`src/rtl/approx_add_pipe.sv`:
```
// Two-stage pipelined W-bit adder with selectable exact / lower-part-OR / truncated modes.
// Also accumulates on-chip error statistics (worst-case error, error count) against the exact sum.
module approx_add_pipe #(
  parameter int W     = 8,
  parameter int K     = 4,
  parameter int CNT_W = 16
) (
  input  logic             clk,
  input  logic             rst_n,
  input  logic             in_valid,
  output logic             in_ready,
  input  logic [W-1:0]     in_a,
  input  logic [W-1:0]     in_b,
  input  logic [1:0]       in_mode,
  output logic             out_valid,
  input  logic             out_ready,
  output logic [W:0]       out_sum,
  output logic [W:0]       out_err,
  input  logic             stat_clr,
  output logic [W:0]       stat_max_err,
  output logic [CNT_W-1:0] stat_err_cnt
);

  localparam int         KM1   = (K > 0) ? K - 1 : 0;
  localparam logic [W:0] LMASK = ((W+1)'(1) << K) - (W+1)'(1);

  // Upper part is added as a shifted-down field so K=0 and K=W need no special slicing.
  function automatic logic [W:0] f_sum(input logic [W-1:0] a, input logic [W-1:0] b,
                                       input logic [1:0] mode);
    logic [W:0] ax;
    logic [W:0] bx;
    logic [W:0] lo;
    logic [W:0] hi;
    logic       cy;
    ax = {1'b0, a};
    bx = {1'b0, b};
    lo = (ax | bx) & LMASK;
    cy = (K > 0) ? (a[KM1] & b[KM1]) : 1'b0;
    hi = (ax >> K) + (bx >> K);
    case (mode)
      2'd1:    f_sum = ((hi + (W+1)'(cy)) << K) | lo;
      2'd2:    f_sum = hi << K;
      default: f_sum = ax + bx;
    endcase
  endfunction

  function automatic logic [W:0] f_absdiff(input logic [W:0] x, input logic [W:0] y);
    f_absdiff = (x >= y) ? (x - y) : (y - x);
  endfunction

  function automatic logic [CNT_W-1:0] f_sat_inc(input logic [CNT_W-1:0] cnt);
    f_sat_inc = (&cnt) ? cnt : cnt + CNT_W'(1);
  endfunction

  function automatic logic [W:0] f_max(input logic [W:0] x, input logic [W:0] y);
    f_max = (y > x) ? y : x;
  endfunction

  logic             r_vld_p1;
  logic [W-1:0]     r_a_p1;
  logic [W-1:0]     r_b_p1;
  logic [1:0]       r_mode_p1;
  logic             r_vld_p2;
  logic [W:0]       r_sum_p2;
  logic [W:0]       r_err_p2;
  logic [W:0]       r_max_err;
  logic [CNT_W-1:0] r_err_cnt;

  logic             w_s2_adv;
  logic             w_s1_adv;
  logic             w_in_hs;
  logic             w_out_hs;
  logic [W:0]       w_exact_p1;
  logic [W:0]       w_sum_p1;
  logic [W:0]       w_err_p1;

  assign w_s2_adv   = !r_vld_p2 | out_ready;
  assign w_s1_adv   = r_vld_p1 & w_s2_adv;
  assign in_ready   = !r_vld_p1 | w_s2_adv;
  assign w_in_hs    = in_valid & in_ready;
  assign w_out_hs   = r_vld_p2 & out_ready;

  assign w_exact_p1 = {1'b0, r_a_p1} + {1'b0, r_b_p1};
  assign w_sum_p1   = f_sum(r_a_p1, r_b_p1, r_mode_p1);
  assign w_err_p1   = f_absdiff(w_exact_p1, w_sum_p1);

  // ---- stage 1: operand capture ----
  always_ff @(posedge clk or negedge rst_n) begin
    if (!rst_n) begin
      r_vld_p1 <= 1'b0;
    end else if (in_ready) begin
      r_vld_p1 <= in_valid;
    end
  end

  always_ff @(posedge clk) begin
    if (w_in_hs) begin
      r_a_p1    <= in_a;
      r_b_p1    <= in_b;
      r_mode_p1 <= in_mode;
    end
  end

  // ---- stage 2: result and error registers ----
  always_ff @(posedge clk or negedge rst_n) begin
    if (!rst_n) begin
      r_vld_p2 <= 1'b0;
      r_sum_p2 <= '0;
      r_err_p2 <= '0;
    end else if (w_s2_adv) begin
      r_vld_p2 <= r_vld_p1;
      if (w_s1_adv) begin
        r_sum_p2 <= w_sum_p1;
        r_err_p2 <= w_err_p1;
      end
    end
  end

  // Clear takes priority over a coincident output handshake.
  always_ff @(posedge clk or negedge rst_n) begin
    if (!rst_n) begin
      r_max_err <= '0;
      r_err_cnt <= '0;
    end else if (stat_clr) begin
      r_max_err <= '0;
      r_err_cnt <= '0;
    end else if (w_out_hs) begin
      r_max_err <= f_max(r_max_err, r_err_p2);
      if (r_err_p2 != '0) begin
        r_err_cnt <= f_sat_inc(r_err_cnt);
      end
    end
  end

  assign out_valid    = r_vld_p2;
  assign out_sum      = r_sum_p2;
  assign out_err      = r_err_p2;
  assign stat_max_err = r_max_err;
  assign stat_err_cnt = r_err_cnt;

endmodule

```
`config.mk`:
```
export PLATFORM = sky130hd
export DESIGN_NAME = approx_add_pipe
export DESIGN_NICKNAME = d
export VERILOG_FILES = /design/src/rtl/approx_add_pipe.sv
export SDC_FILE = /design/constraint.sdc
export NUM_CORES = 1
export LEC_CHECK = 0
export CORE_ASPECT_RATIO = 1.4
export CORE_MARGIN = 3
export CORE_UTILIZATION = 45
export CTS_CLUSTER_SIZE = 40
export DETAILED_ROUTE_END_ITERATION = 10
export PLACE_DENSITY = 0.71
export SETUP_SLACK_MARGIN = 0.05
export SYNTH_ARGS = -nofsm -noshare
export SYNTH_HDL_FRONTEND = slang
export SYNTH_SLANG_ARGS = --single-unit
```
`constraint.sdc`:
```
create_clock -name clk -period 4.25 [get_ports clk]
set_input_delay 0.6375 -clock clk [delete_from_list [all_inputs] [get_ports clk]]
set_output_delay 0.6375 -clock clk [all_outputs]
set_load 0.01 [all_outputs]
```
Yosys cells after proc, flatten, opt, wreduce, memory -nomap -nowiden
Cells that the tools add are included.
{"block": "totals", "ff_bits": 63, "output_inout_bits": 45, "elab_cells": 47}
{"block": "classes", "add_sub_neg": 6, "magnitude_cmp": 2, "n_eq_ne": 3, "n_mux": 9, "bitwise_logic": 8, "n_reduce_logical": 10}
{"operator": "2-to-1 mux 16 bit", "n": 4}
{"operator": "2-to-1 mux 9 bit", "n": 4}
{"operator": "one-hot mux 9 bit (2 select lines)", "n": 1}
{"operator": "subtractor 9 bit", "n": 2}
{"operator": "adder 16 x 1 -> 16 bit, second input constant", "n": 1}
{"operator": "AND reduction 16 bit", "n": 1}
{"operator": "adder 8 x 8 -> 9 bit", "n": 1}
{"operator": ">= comparator 9 bit", "n": 1}
{"operator": "greater-than comparator 9 bit", "n": 1}
{"operator": "bitwise OR 9 x 4 -> 9 bit", "n": 1}
{"operator": "nonzero test 9 bit", "n": 1}
{"operator": "nonzero test 2 bit", "n": 3}
{"operator": "adder 4 x 4 -> 5 bit", "n": 1}
{"operator": "adder 5 x 1 -> 5 bit", "n": 1}
{"operator": "bitwise AND 1 bit", "n": 4}
{"operator": "bitwise OR 4 bit", "n": 1}
{"operator": "AND reduction 2 bit", "n": 2}
{"operator": "AND reduction 3 bit", "n": 1}
{"operator": "equality test 2 x 1 -> 1 bit, second input constant", "n": 1}
{"operator": "equality test 2 bit, second input constant", "n": 1}
{"operator": "logical NOT 1 bit", "n": 2}
{"operator": "!= test 2 bit, second input constant", "n": 1}
{"operator": "bitwise OR 1 bit", "n": 2}

Longest topological paths before layout
{"block": "depth", "depth_word": 6, "depth_mapped": 17, "depth_no_buf": 17}

Worst setup path before layout
No wires, ideal clock.
{"block": "synth_timing", "kind": "flip-flop to flip-flop", "from": "register r_a_p1[0]", "to": "register r_err_p2[6] (netlist: out_err[6])", "arrival_ns": 3.911, "t_required_ns": 4.168, "path_slack_ns": 0.257, "stages_incl_launch_ff": 16, "n_path_buf": 0, "period_less_slack_ns": 3.993, "cell_sequence": "edfxtp_1 ha_1 fa_1 a21o_1 a21oi_1 mux2i_1 o21ai_0 inv_1 ha_1 and2_1 o311ai_1 o311ai_0 a31o_2 or4_1 a21o_1 a31oi_1"}
{"block": "synth_between", "word_cells_on_any_way": 8, "cone_classes": "3 x add/sub; 1 x order compare; 2 x mux; 2 x bitwise"}
{"element": "start: declaration", "line_no": "60", "rtl": "logic [W-1:0] r_a_p1;"}
{"element": "start signal: assignment", "line_no": "98", "rtl": "r_a_p1 <= in_a;"}
{"element": "adder 8 x 8 -> 9 bit *", "line_no": "43", "rtl": "default: f_sum = ax + bx;"}
{"element": "one-hot mux 9 bit (2 select lines) *", "line_no": "40", "rtl": "case (mode)"}
{"element": "net w_sum_p1[4]", "line_no": "74", "rtl": "logic [W:0] w_sum_p1;"}
{"element": "subtractor 9 bit / >= comparator 9 bit (equally long branches)", "line_no": "48", "rtl": "f_absdiff = (x >= y) ? (x - y) : (y - x);"}
{"element": "2-to-1 mux 9 bit *", "line_no": "48"}
{"element": "end signal: assignment", "line_no": "114", "rtl": "r_err_p2 <= w_err_p1;"}
{"element": "end: declaration", "line_no": "65", "rtl": "logic [W:0] r_err_p2;"}
The timed path passes the listed nets; every way through them passes the cells marked *.
A chain may end at the register's enable or synchronous reset.

Worst setup path in the final report
{"block": "layout_timing", "from": "register r_a_p1[4]", "to": "register r_err_p2[6] (netlist: out_err[6])"}
{"block": "layout_between", "elab_chain_cells": 6, "word_cells_on_any_way": 9, "cone_classes": "5 x add/sub; 1 x order compare; 2 x mux; 1 x bitwise"}
{"element": "adder 4 x 4 -> 5 bit", "line_no": "39", "rtl": "hi = (ax >> K) + (bx >> K);"}
{"element": "adder 5 x 1 -> 5 bit", "line_no": "41", "rtl": "2'd1: f_sum = ((hi + (W+1)'(cy)) << K) | lo;"}
{"element": "bitwise OR 9 x 4 -> 9 bit", "line_no": "41"}
{"element": "one-hot mux 9 bit (2 select lines) *", "line_no": "40"}
{"element": "net w_sum_p1[5]", "line_no": "74"}
{"element": "subtractor 9 bit / >= comparator 9 bit (equally long branches)", "line_no": "48"}
{"element": "2-to-1 mux 9 bit *", "line_no": "48"}
Marked as above.

==> metrics.md <==
| Metric | Value |
|---|---|
| Status | completed |
| Fin worst setup slack | roughly 0.33 ns |
| Num CTS Buffers | 9 |
| Crit Path Category | register to register |
| Fin crit period | 3.921 ns |
| Rows | 41 |
| Register area share after synthesis | 38.22% |
| DRT iter0 DRCs | 170 |
| Worst Clk Skew | 0.007561 ns |
| PortBufs | 67 |
| Antenna violations before repair | 0 |
| H-Tree Depth | 3 |
| Critical Path AT | 4.17 ns |
| Initial Util | between 40% and 50% |
| Max Fanout on Critical Path | 6 |
| Via density | around 5.6 |
| CTS clk-pin slew, worst paths | 0.05 ns |
| Synth top area cells | dfrtp_1 (26%), edfxtp_1 (12%), ha_1 (12%), inv_1 (4.8%), nand2_1 (4.6%) |
| DRT Pass-1 Iters | 4 |
| RSZ-0062 raised after global routing | false |
| Syn avg cell area | 9.317 um2 |
| Die W | 89.20 um |
| WL final | 10,190 um |
| Die footprint | around 0.011 mm2 |
| First-pass GRT wire length | 16,750 um |
| Post-DR wirelength/cell | 15.56 um |
| RD Place Congestion | about 0.83 |
| Most frequent cells in the layout | clkdlybuf4s50_1 (66), inv_1 (55), nand2_1 (54) |
| Worst reg2reg path depth | 16 |
| Largest area contributor in the netlist | dfrtp_1 |
| Synth Warn # | 0 |
| Relative slew slack | 31.03% |
| Worst-Margin Slew | 1.035 ns |
| Worst skew pair latency | around 0.33 ns |
| CTS sink cnt | 63 |
| Worst hold slack | between 0.4 and 0.5 ns |
| Setup-failing EPs final | 0 |
| # IOs | 68 |
| Final HPWL from detailed placement | around 7900 um |
| Setup WS pre-CTS | 0.1234 ns |
| Final net count | 614 |
| Max clock buf depth | 2 |
| Placed instance count | about 640 |
| Slew Viols, Final | 0 |
| Min-delay worst type | register to register |
| Post-synth EDFFs | 18 |
| Period utilization | 92.26% |
| DIE HEIGHT | 122.5 um |
| Total power | 2.805 mW |
| DRC errors left | 0 |
| Power per cell area | just over 500 mW/mm2 |
| FF+latch count, synth | 63 |
| Mapped Area | 0.004360 mm2 |
| Total gr overflow | 0 |
| Netlist cell types | 64 |
| Hold path depth | 2 |
| Ant. Diodes | 0 |
| Final hold vios | 0 |
| Synth Instances | approximately 470 |
| Largest net degree at the start of global routing | 46 |
| Prevailing post-synth register cell | dfrtp_1 |
| Area Growth Syn to Fin | 26.43% |
| CTS tree | done |
| Routed Antenna Nets | 0 |
| Setup crit end kind | register |
| Layout cells sized above 1 | between 9 and 10% |
| CP required | 4.50 ns |
| Core ar. | 0.009234 mm2 |
| Synth top area share | 25.82% |
| Max Cap Viol | 0 |
| Syn Nets | 538 |
| Vias in the first global route | 3,662 |
| Root Buffer | clkbuf_16 |
| Routed via count | 3,651 |
| Worst supply voltage drop on vdd | between 0.2 and 0.3 mV |
| Cell Count, Final, Fillers Out | 655 |
| Startpoint types | register |
| Fmax | 255.0 MHz |
| Commonest non-fill, non-tap cell in the layout | clkdlybuf4s50_1 |
| Post-synthesis async set-or-reset flop share | 71.43% |
| Total GRT Usage | 19.92% |
| TNS Setup | 0 ns |
| CTS Hold Bufs | 0 |
| Leakage | 2.468 nW |
routing by layer:
layer,routed length (um),global-route usage [%],vias up
met4,476,12.94,0
met3,376,2.821,31
met5,0,0,-
li1,-,-,1784
met1,4043,21.80,1718
met2,5297,34.92,118
flip-flops by register name (all words and copies together), names as in the netlist:
register and cells:
r_b_p1 8, r_mode_p1 2, stat_err_cnt 16, stat_max_err 9, r_vld_p1 1, out_valid 1, out_err 9, r_a_p1 8
out_sum 9
worst max-delay path, stage by stage, from the launching register on:
cell and delay [ns]:
edfxtp_1 0.36, ha_2 0.21, inv_1 0.05, fa_1 0.49, inv_2 0.06, ha_1 0.31
a221oi_2 0.28, a21oi_2 0.07, inv_1 0.07, ha_1 0.24, or2_2 0.31, o311ai_2 0.09
o311ai_1 0.17, a31o_2 0.27, or4_1 0.53, a21o_1 0.17, a31oi_1 0.15
what timing repair did:
item | CTS | global route
setup buffers | 0 | 2
gates resized for setup | 0 | 10
setup endpoints to repair | 0 | 8
through the flow:
stage / cell area, um2 / utilization [%]
global placement: 5179 / 56.08
global route: 5513 / 59.70
detailed placement: 5179 / 56.08
CTS: 5469 / 59.23
finish: 5513 / 59.70
floorplan: 4360 / -
synth_stat cells, drive strengths merged (4+ instances only):
library cell / number
o21a: 4
a31oi: 8
nand2b: 4
dfrtp: 45
o31ai: 4
xnor2: 7
buf: 4
o21ai: 22
nand3: 14
nand4: 7
xor2: 16
mux2i: 12
a21oi: 21
edfxtp: 18
nand2: 54
and2: 5
a21o: 10
inv: 56
ha: 42
clkbuf: 11
nor2: 34
nor3: 6
a211oi: 4
fa: 5
nor4: 4
and3: 4
where the power goes:
| part | internal, mW | switching, mW | leakage [nW] | total (mW) |
|---|---|---|---|---|
| logic | 0.609 | 0.649 | 1.56 | 1.26 |
| clock network | 0.442 | 0.261 | 0.147 | 0.704 |
| registers | 0.732 | 0.112 | 0.758 | 0.844 |
logic make-up after synthesis:
kind of cell,count (synthesis),share of synthesized area (%)
muxes,15,3.615
and+or+nand+nor,149,16.44
buffers and inverters,72,6.370
AOI/OAI and AO/OA,98,15.70
adders and majority gates,47,14.35
xor gates and xnor gates,24,5.308
DFF,63,38.22
cell type report:
class,count,area (um2)
clock buffers,11,264.0
well taps,107,133.9
fillers,825,3721
clock inverters,4,26.28
repair buffers,80,763.2
inverters,57,214.0
multi-input cells,333,2445
flip-flops and latches,63,1667
worst paths after layout:
check / from / end / slack (ns)
max: r_a_p1[4]$_DFFE_PP_ / out_err[6]$_DFFE_PN0P_ / 0.33
min: out_sum[7]$_DFFE_PN0P_ / out_sum[7]$_DFFE_PN0P_ / 0.47
max reg2reg: r_a_p1[4]$_DFFE_PP_ / out_err[6]$_DFFE_PN0P_ / 0.33
min reg2reg: out_sum[7]$_DFFE_PN0P_ / out_sum[7]$_DFFE_PN0P_ / 0.47
max in group asynchronous: rst_n / out_err[3]$_DFFE_PN0P_ / 3.12
min in group asynchronous: rst_n / out_err[8]$_DFFE_PN0P_ / 0.49
No activity file was read; power rests on OpenSTA's default activity.
